## src/rtl/ft245_sync_tx_if.sv

```systemverilog
// ft245_sync_tx_if: upstream FIFO read port and FT2232H sync-245 bus bundle.
interface ft245_sync_tx_if #(
    parameter int WIDTH     = 8,
    parameter int CNT_WIDTH = 32
);
    logic                 fifo_empty_i;
    logic                 fifo_ren_o;
    logic [WIDTH-1:0]     fifo_rdata_i;
    logic                 ft_txe_n_i;
    logic                 ft_suspend_n_i;
    logic                 ft_wr_n_o;
    logic [WIDTH-1:0]     ft_data_o;
    logic                 ft_siwua_n_o;
    logic [CNT_WIDTH-1:0] words_o;
    logic                 busy_o;
    modport slave (
        input  fifo_empty_i, fifo_rdata_i, ft_txe_n_i, ft_suspend_n_i,
        output fifo_ren_o, ft_wr_n_o, ft_data_o, ft_siwua_n_o, words_o, busy_o
    );
    modport master (
        output fifo_empty_i, fifo_rdata_i, ft_txe_n_i, ft_suspend_n_i,
        input  fifo_ren_o, ft_wr_n_o, ft_data_o, ft_siwua_n_o, words_o, busy_o
    );
endinterface

```

## src/rtl/ft245_sync_tx.sv

```systemverilog
// ft245_sync_tx: FT2232H sync-245 transmit engine with a 4-entry skid buffer.
// Define FT_TX_FLUSH_EN to add the SIWU idle-flush pulse (FLUSH_IDLE idle cycles).
module ft245_sync_tx #(
    parameter int WIDTH      = 8,
    parameter int CNT_WIDTH  = 32
`ifdef FT_TX_FLUSH_EN
    , parameter int FLUSH_IDLE = 64
`endif
) (
    input logic            clk_i,
    input logic            rst_n,
    ft245_sync_tx_if.slave bus
);
    typedef enum logic [1:0] {IDLE, STREAM, STALL, SUSP} state_t;
    state_t               r_state;
    logic [WIDTH-1:0]     r_buf [4];
    logic [1:0]           r_rd, r_wr;
    logic [2:0]           r_occ;
    logic                 r_rd_pend, r_wr_n, r_busy;
    logic [WIDTH-1:0]     r_data;
    logic [CNT_WIDTH-1:0] r_words;
    logic                 w_ren, w_pop, w_push;
    logic [2:0]           w_occ_nxt;
    logic [1:0]           w_rd_nxt;
    logic [WIDTH-1:0]     w_head_nxt;

    // A read is issued only while buffered plus in-flight words stay below 3, so 4 entries never overflow
    assign w_ren      = rst_n && !bus.fifo_empty_i && bus.ft_suspend_n_i && (r_occ + {2'b0, r_rd_pend}) < 3'd3;
    assign w_pop      = !r_wr_n && !bus.ft_txe_n_i;
    assign w_push     = r_rd_pend;
    assign w_occ_nxt  = r_occ + {2'b0, w_push} - {2'b0, w_pop};
    assign w_rd_nxt   = r_rd + {1'b0, w_pop};
    assign w_head_nxt = (w_push && r_wr == w_rd_nxt) ? bus.fifo_rdata_i : r_buf[w_rd_nxt];

    always_ff @(posedge clk_i or negedge rst_n) begin
        if (!rst_n) begin
            for (int i = 0; i < 4; i++) r_buf[i] <= '0;
            r_state   <= IDLE;
            r_rd      <= '0;
            r_wr      <= '0;
            r_occ     <= '0;
            r_rd_pend <= 1'b0;
            r_wr_n    <= 1'b1;
            r_busy    <= 1'b0;
            r_data    <= '0;
            r_words   <= '0;
        end else begin
            if (w_push) begin
                r_buf[r_wr] <= bus.fifo_rdata_i;
                r_wr        <= r_wr + 2'd1;
            end
            r_rd      <= w_rd_nxt;
            r_occ     <= w_occ_nxt;
            r_rd_pend <= w_ren;
            r_data    <= w_head_nxt;
            r_wr_n    <= !(w_occ_nxt != 3'd0 && !bus.ft_txe_n_i && bus.ft_suspend_n_i);
            r_busy    <= w_occ_nxt != 3'd0 || w_ren;
            r_words   <= r_words + CNT_WIDTH'(w_pop);
            if (!bus.ft_suspend_n_i) r_state <= SUSP;
            else case (r_state)
                IDLE:   if (r_occ != 3'd0 && !bus.ft_txe_n_i) r_state <= STREAM;
                STREAM: if (bus.ft_txe_n_i) r_state <= STALL;
                        else if (r_occ == 3'd0 && !r_rd_pend) r_state <= IDLE;
                STALL:  if (!bus.ft_txe_n_i && r_occ != 3'd0) r_state <= STREAM;
                SUSP:   r_state <= IDLE;
            endcase
        end
    end

    assert property (@(posedge clk_i) disable iff (!rst_n) !(w_push && !w_pop && r_occ == 3'd4));

    assign bus.fifo_ren_o = w_ren;
    assign bus.ft_wr_n_o  = r_wr_n;
    assign bus.ft_data_o  = r_data;
    assign bus.words_o    = r_words;
    assign bus.busy_o     = r_busy;

`ifdef FT_TX_FLUSH_EN
    localparam int IW = $clog2(FLUSH_IDLE + 1);
    logic          r_armed, r_siwua;
    logic [IW-1:0] r_idle;
    logic          w_idle;

    // Suspend blocks counting, so a flush can never be issued while suspended
    assign w_idle = r_occ == 3'd0 && bus.fifo_empty_i && !r_rd_pend && bus.ft_suspend_n_i;

    always_ff @(posedge clk_i or negedge rst_n) begin
        if (!rst_n) begin
            r_armed <= 1'b0;
            r_idle  <= '0;
            r_siwua <= 1'b1;
        end else begin
            r_siwua <= 1'b1;
            if (w_pop) begin
                r_armed <= 1'b1;
                r_idle  <= '0;
            end else if (r_armed && w_idle && r_idle == IW'(FLUSH_IDLE - 1)) begin
                r_siwua <= 1'b0;
                r_armed <= 1'b0;
                r_idle  <= '0;
            end else if (r_armed && w_idle) r_idle <= r_idle + IW'(1);
            else r_idle <= '0;
        end
    end

    assign bus.ft_siwua_n_o = r_siwua;
`else
    assign bus.ft_siwua_n_o = 1'b1;
`endif
endmodule

```

## src/flat_wrapper.sv

```systemverilog
// flat-port wrapper written by rule: the top's interface ports become plain ports
module ft245_sync_tx_flat 
#(
    parameter int WIDTH      = 8,
    parameter int CNT_WIDTH  = 32

)
  (clk_i, rst_n, bus_fifo_empty_i, bus_fifo_rdata_i, bus_ft_txe_n_i, bus_ft_suspend_n_i, bus_fifo_ren_o, bus_ft_wr_n_o, bus_ft_data_o, bus_ft_siwua_n_o, bus_words_o, bus_busy_o);
  ft245_sync_tx_if #(.WIDTH(WIDTH), .CNT_WIDTH(CNT_WIDTH)) bus_i ();
  input logic clk_i;
  input logic rst_n;
  input wire logic [$bits(bus_i.fifo_empty_i)-1:0] bus_fifo_empty_i;
  input wire logic [$bits(bus_i.fifo_rdata_i)-1:0] bus_fifo_rdata_i;
  input wire logic [$bits(bus_i.ft_txe_n_i)-1:0] bus_ft_txe_n_i;
  input wire logic [$bits(bus_i.ft_suspend_n_i)-1:0] bus_ft_suspend_n_i;
  output wire logic [$bits(bus_i.fifo_ren_o)-1:0] bus_fifo_ren_o;
  output wire logic [$bits(bus_i.ft_wr_n_o)-1:0] bus_ft_wr_n_o;
  output wire logic [$bits(bus_i.ft_data_o)-1:0] bus_ft_data_o;
  output wire logic [$bits(bus_i.ft_siwua_n_o)-1:0] bus_ft_siwua_n_o;
  output wire logic [$bits(bus_i.words_o)-1:0] bus_words_o;
  output wire logic [$bits(bus_i.busy_o)-1:0] bus_busy_o;
  assign bus_i.fifo_empty_i = bus_fifo_empty_i;
  assign bus_i.fifo_rdata_i = bus_fifo_rdata_i;
  assign bus_i.ft_txe_n_i = bus_ft_txe_n_i;
  assign bus_i.ft_suspend_n_i = bus_ft_suspend_n_i;
  assign bus_fifo_ren_o = bus_i.fifo_ren_o;
  assign bus_ft_wr_n_o = bus_i.ft_wr_n_o;
  assign bus_ft_data_o = bus_i.ft_data_o;
  assign bus_ft_siwua_n_o = bus_i.ft_siwua_n_o;
  assign bus_words_o = bus_i.words_o;
  assign bus_busy_o = bus_i.busy_o;
  ft245_sync_tx #(.WIDTH(WIDTH), .CNT_WIDTH(CNT_WIDTH)) u_core (.clk_i(clk_i), .rst_n(rst_n), .bus(bus_i));
endmodule
```

## config.mk

```make
export PLATFORM = sky130hd
export DESIGN_NAME = ft245_sync_tx_flat
export DESIGN_NICKNAME = d
export VERILOG_FILES = /design/src/rtl/ft245_sync_tx_if.sv /design/src/rtl/ft245_sync_tx.sv /design/src/flat_wrapper.sv
export SDC_FILE = /design/constraint.sdc
export NUM_CORES = 1
export LEC_CHECK = 0
export CAP_MARGIN = 15
export CORE_UTILIZATION = 57
export DETAILED_ROUTE_END_ITERATION = 8
export DONT_BUFFER_PORTS = 1
export MAX_ROUTING_LAYER = met4
export PLACE_DENSITY = 0.75
export SLEW_MARGIN = 15
export SYNTH_ARGS = -nofsm -noshare
export SYNTH_HDL_FRONTEND = slang
export SYNTH_SLANG_ARGS = --single-unit
export TNS_END_PERCENT = 20
```

## constraint.sdc

```tcl
create_clock -name clk_i -period 2.35 [get_ports clk_i]
set_clock_uncertainty 0.2 [all_clocks]
set_input_delay 0.235 -clock clk_i [delete_from_list [all_inputs] [get_ports clk_i]]
set_output_delay 0.235 -clock clk_i [all_outputs]
set_load 0.01 [all_outputs]
```

### Yosys cells after proc, flatten, opt, wreduce, memory -nomap -nowiden

Index checks and enable logic that the tools add are counted.

* register bits: 82
* input bits: 13
* word-level logic and storage cells: 45

* eq/ne operators: 1
* order comparisons: 4
* muxes and demuxes: 7
* add/sub/neg operators: 5
* reductions and logical operators: 14
* bitwise gates (word level): 2

Operators by type and width (count)
* adder 32 x 1 -> 32 bit: 1
* bitwise mux 32 bit: 1
* two-way mux 8 bit: 4
* binary-select mux 8 bit (select 2 bit): 1
* demux 8 bit (select 2 bit): 1
* logical AND 1 bit: 8
* >= comparator 3 bit, second input constant: 2
* NOT 2 -> 3 bit: 2
* zero test 1 bit: 4
* adder 3 x 1 -> 3 bit: 1
* less-than comparator 3 x 1 -> 1 bit, second input constant: 1
* less-than comparator 3 x 2 -> 1 bit, second input constant: 1
* nonzero test 3 bit: 1
* subtractor 3 x 1 -> 3 bit: 1
* adder 2 x 1 -> 2 bit: 1
* adder 2 x 1 -> 2 bit, second input constant: 1
* equality test 2 bit: 1
* logical OR 1 bit: 1

### Longest topological paths before layout

* depth after elaboration: 8
* depth in mapped cells: 7
* mapped depth without buffers: 7

### Worst setup path before layout

Ideal clock, no wire load.

* path kind: register to register
* from: register u_core.r_wr_n (netlist: u_core.bus.ft_wr_n_o)
* to: register u_core.r_data[0] (netlist: u_core.bus.ft_data_o[0])
* buffers on the path: 1
* clock period less this slack: 2389 ps
* setup slack: -39 ps
* stages on the path, launching flop included: 6
* data arrival time: 2065 ps
* library setup time: 125 ps
* cells stage by stage: dfstp_2 -> nor2_1 -> ha_1 -> clkbuf_1 -> mux4_1 -> mux2_2

* cells in the longest elaborated chain, start to end: 8

Ends and longest elaborated chain
* start: declaration: RTL line ft245_sync_tx.sv:19 `logic r_rd_pend, r_wr_n, r_busy;`
* start signal: assignment: RTL line ft245_sync_tx.sv:56 `r_wr_n <= !(w_occ_nxt != 3'd0 && !bus.ft_txe_n_i && bus.ft_suspend_n_i);`
* zero test 1 bit *: RTL line ft245_sync_tx.sv:29 `assign w_pop = !r_wr_n && !bus.ft_txe_n_i;`
* logical AND 1 bit *: RTL line ft245_sync_tx.sv:29
* adder 2 x 1 -> 2 bit *: RTL line ft245_sync_tx.sv:32 `assign w_rd_nxt = r_rd + {1'b0, w_pop};`
* named net u_core.w_rd_nxt[0]: RTL line ft245_sync_tx.sv:24 `logic [1:0] w_rd_nxt;`
* NOT 2 -> 3 bit (implied by the code): RTL line ft245_sync_tx.sv:33 `assign w_head_nxt = (w_push && r_wr == w_rd_nxt) ? bus.fifo_rdata_i : r_buf[w_rd_nxt];`
* binary-select mux 8 bit (select 2 bit): RTL line ft245_sync_tx.sv:33
* two-way mux 8 bit (implied by the code) (2 in a row): RTL line ft245_sync_tx.sv:33
* two-way mux 8 bit *: RTL line ft245_sync_tx.sv:33
* named net u_core.w_head_nxt[0]: RTL line ft245_sync_tx.sv:25 `logic [WIDTH-1:0] w_head_nxt;`
* end signal: assignment: RTL line ft245_sync_tx.sv:55 `r_data <= w_head_nxt;`
* end: declaration: RTL line ft245_sync_tx.sv:20 `logic [WIDTH-1:0] r_data;`

The timed path passes the listed nets; every way through them passes the cells marked *. The select of a mux whose other input is x is not followed.
A chain may end at the register's enable or synchronous reset.

### Worst setup path after layout

* from: register u_core.r_wr_n (netlist: u_core.bus.ft_wr_n_o)
* to: register u_core.r_data[1] (netlist: u_core.bus.ft_data_o[1])

The elaborated chain is that of the path after synthesis.

==> impl_metrics.csv <==
group,metric,value,unit
synthesis,synthesis.area,0.003679,mm2
synthesis,synth_area_leaders,"dfrtp_1 (55%), mux2_2 (12%), xnor2_1 (6.7%)",
global_route,grt_pass1_wl,10050,um
floorplanning,core,0.006061,mm2
global_route,grt_pass1_vias,2083,
place,dp_hpwl,4173,um
pwr,p_comb_frac,0.250,
synthesis,synth_cell_types,29,
global_route,overflow,0,
clock_network,tritoncts,"built",
sta,drv_slew,0,
pwr,fin_total_pwr,4.172,mW
pwr,leakage,1.888,nW
place,preCtsSetupSlack,116.6,ps
sta,clock.fmax,0.4464,GHz
synthesis,synth-edff-count,0,
clock_network,cts_buffers,9,
floorplanning,die_area,0.006779,mm2
clock_network,cts_sinks,82,
synthesis,yosysMostFrequentCell,"dfrtp_1",
sta,fin_crit,2240,ps
detailed_routing,drc,0,
flow_run,cap_viol_max_count,0,
worst_setup_path,worstPathArrival,2270,ps
sta,tns,0,ps
synthesis,yosysSeqAreaShare,0.5582,
worst_setup_path,crit_path_max_fanout,10,
place,io_buffers,0,
floorplanning,die_height,82.34,um
cells_and_area,area_delta_synth_final,12.79,%
pwr,vdd.ir_drop.worst,0.0004919,V
clock_network,clk_latency,350,ps
detailed_routing,route.final.wire_length,6395,um
pwr,clkPwrFrac,0.245,
detailed_routing,routedWlPerCell,17.81,um
synthesis,async_reset_ff_frac,1.000,
worst_setup_path,reg2reg_slack,110,ps
floorplanning,num_rows,28,
synthesis,synth_seq_cells,82,
pwr,seqPwrFrac,0.505,
floorplanning,start_util,0.6069,
clock_network,htreeDepth,3,
sta,setup_viol,0,
pwr,intPower,2.978,mW
clock_network,clk_pin_slew,80,ps
synthesis,synth_area_leader_cell,"dfrtp_1",
worst_setup_path,crit_required,2380,ps
status,status,"complete, no violations",
synthesis,synth_common_cells,"dfrtp_1 (81), mux2_2 (40), xnor2_1 (28)",
cells_and_area,fin_util,0.6846,
detailed_routing,vias_per_cell,5.783,
synthesis,syn-instance-count,255,
detailed_routing,dr.first_iter.drc_count,56,
worst_setup_path,worstSetupPathType,"reg2reg",
synthesis,syn_avg_cell_area,14.43,um2
detailed_routing,first_pass_iters,4,
floorplanning,die_x,82.34,um
sta,layout_setup_ws,109.7,ps
synthesis,synth_nets,279,
synthesis,synth_flop_cell,"dfrtp_1",
worst_setup_path,crit_path_end_kind,"register",
worst_setup_path,worst_setup_path_start_kind,"register",
synthesis,synth_warnings,0,
clock_network,clock_path_buffers,2,
min_path,hold_path_class,"in2reg",
pwr,powerDensity,1005,mW/mm2
floorplanning,io_pins,57,
cells_and_area,final_cell_area,0.004149,mm2
pwr,switchingPower,1.193,mW
place,gp_congestion,0.7207,
clock_network,cts_root_buf,"clkbuf_8",
cells_and_area,drive_gt1_frac,0.2500,
sta,fin_crit_sh,0.9533,
place,dpl-instance-area,0.003797,mm2
clock_network,cts-hold-fix-buffers,13,
cells_and_area,n_antenna_cell,0,
pwr,switching_share,0.2860,
detailed_routing,via_count,2076,
sta,rsz0062_at_grt,"no",
synthesis,synth_top_area_share,0.5510,
cells_and_area,fin_nets,303,
global_route,grt_max_degree,83,
sta,hold_violations,0,
global_route,groute.usage.overall,0.2172,
detailed_routing,drtAntennaViolNets,0,
global_route,antenna_found_initial,0,
clock_network,cts_resized,0,
clock_network,postCtsSetupRepairBufs,0,
## registers in the layout, summed over array words and instances (netlist names)
| register | flops |
|---|---|
| u_core.r_wr | 2 |
| u_core.bus.ft_data_o | 8 |
| u_core.bus.busy_o | 1 |
| u_core.r_rd_pend | 1 |
| u_core.r_buf | 32 |
| u_core.bus.ft_wr_n_o | 1 |
| u_core.bus.words_o | 32 |
| u_core.r_occ | 3 |
| u_core.r_rd | 2 |
## power by group through the flow
stage               clock [mW]  sequential [mW]  combinational (mW)
floorplan                    0             2.06               0.807
global placement             0             2.12               0.952
detailed placement           0             2.14               0.996
CTS                       1.05             2.11                1.06
global route              1.09             2.16                1.16
finish                    1.02             2.11                1.04
## worst paths after layout
path,end,start,depth (start not counted)
worst min-delay path,u_core.bus.words_o[0]$_DFF_PN0_,bus_ft_txe_n_i,2
worst min register to register,u_core.r_buf[18]$_DFFE_PN0P_,u_core.r_buf[18]$_DFFE_PN0P_,1
min in group asynchronous,u_core.r_buf[6]$_DFFE_PN0P_,rst_n,2
worst max register to register,u_core.bus.ft_data_o[1]$_DFF_PN0_,u_core.bus.ft_wr_n_o$_DFF_PN1_,5
worst max-delay path,u_core.bus.ft_data_o[1]$_DFF_PN0_,u_core.bus.ft_wr_n_o$_DFF_PN1_,5
max in group asynchronous,u_core.bus.ft_wr_n_o$_DFF_PN1_,rst_n,2
## metal layers
layer	GRT usage	up-vias	routed length, um
met1	0.2524	1056	2751
met3	0.06044	10	329
li1	-	959	-
met4	0.1000	0	108
met2	0.3512	51	3206
met5	-	-	0
## kinds of logic (layout without fill, tap and decap cells)
group           after synthesis  count (layout)  synth area share
other cells                   1               1          0.001019
simple gates                 62              62            0.1146
mux                          48              48            0.1796
flops                        82              82            0.5582
buf+inv                      13              42           0.01497
compound gates                2               2          0.003401
xor+xnor                     36              36           0.09082
fa+ha+maj                    11              11           0.03741
## area by class of cell
class / instances / area [um2]
Sequential cell: 82 / 2053
Fill cell: 435 / 1912
Multi-Input combinational cell: 160 / 1570
Timing Repair Buffer: 18 / 197.7
Clock buffer: 10 / 137.6
Tap cell: 75 / 93.84
Clock inverter: 6 / 66.31
Inverter: 8 / 30.03
## through the flow
stage / hold slack (ps) / std cells
floorplan: -260.6 / 255
global placement: -258.5 / 330
detailed placement: -258.6 / 330
CTS: 33.49 / 359
global route: 51.34 / 359
finish: 43.44 / 359
## worst max-delay path, cell delays in order (launching register included)
cell and delay [ps]:
dfstp_2 580, nor2_1 60, ha_1 330, buf_12 150
mux4_1 540, mux2_2 270
## placed cells by master, fill, tap and decap left out
master,count
nand2_1,16
a21boi_0,1
o21ai_0,1
nand4_4,2
nand3b_1,1
mux2_2,40
dlygate4sd3_1,12
nand3_4,1
conb_1,1
nor3_4,1
nand4_1,12
clkinv_4,1
and4_1,3
xor2_1,7
xnor2_1,28
and3_1,6
nand3_1,8
nor2_1,6
mux4_1,8
or2_2,1
ha_1,11
inv_1,8
buf_12,1
xor2_4,1
dfrtp_1,81
nand4b_1,2
clkbuf_8,10
buf_16,1
bufinv_16,1
clkinv_2,1
clkinvlp_4,3
dfstp_2,1
buf_4,4
nor4_4,2
and4b_1,1
Note: power is estimated with default switching activity, not from simulation.
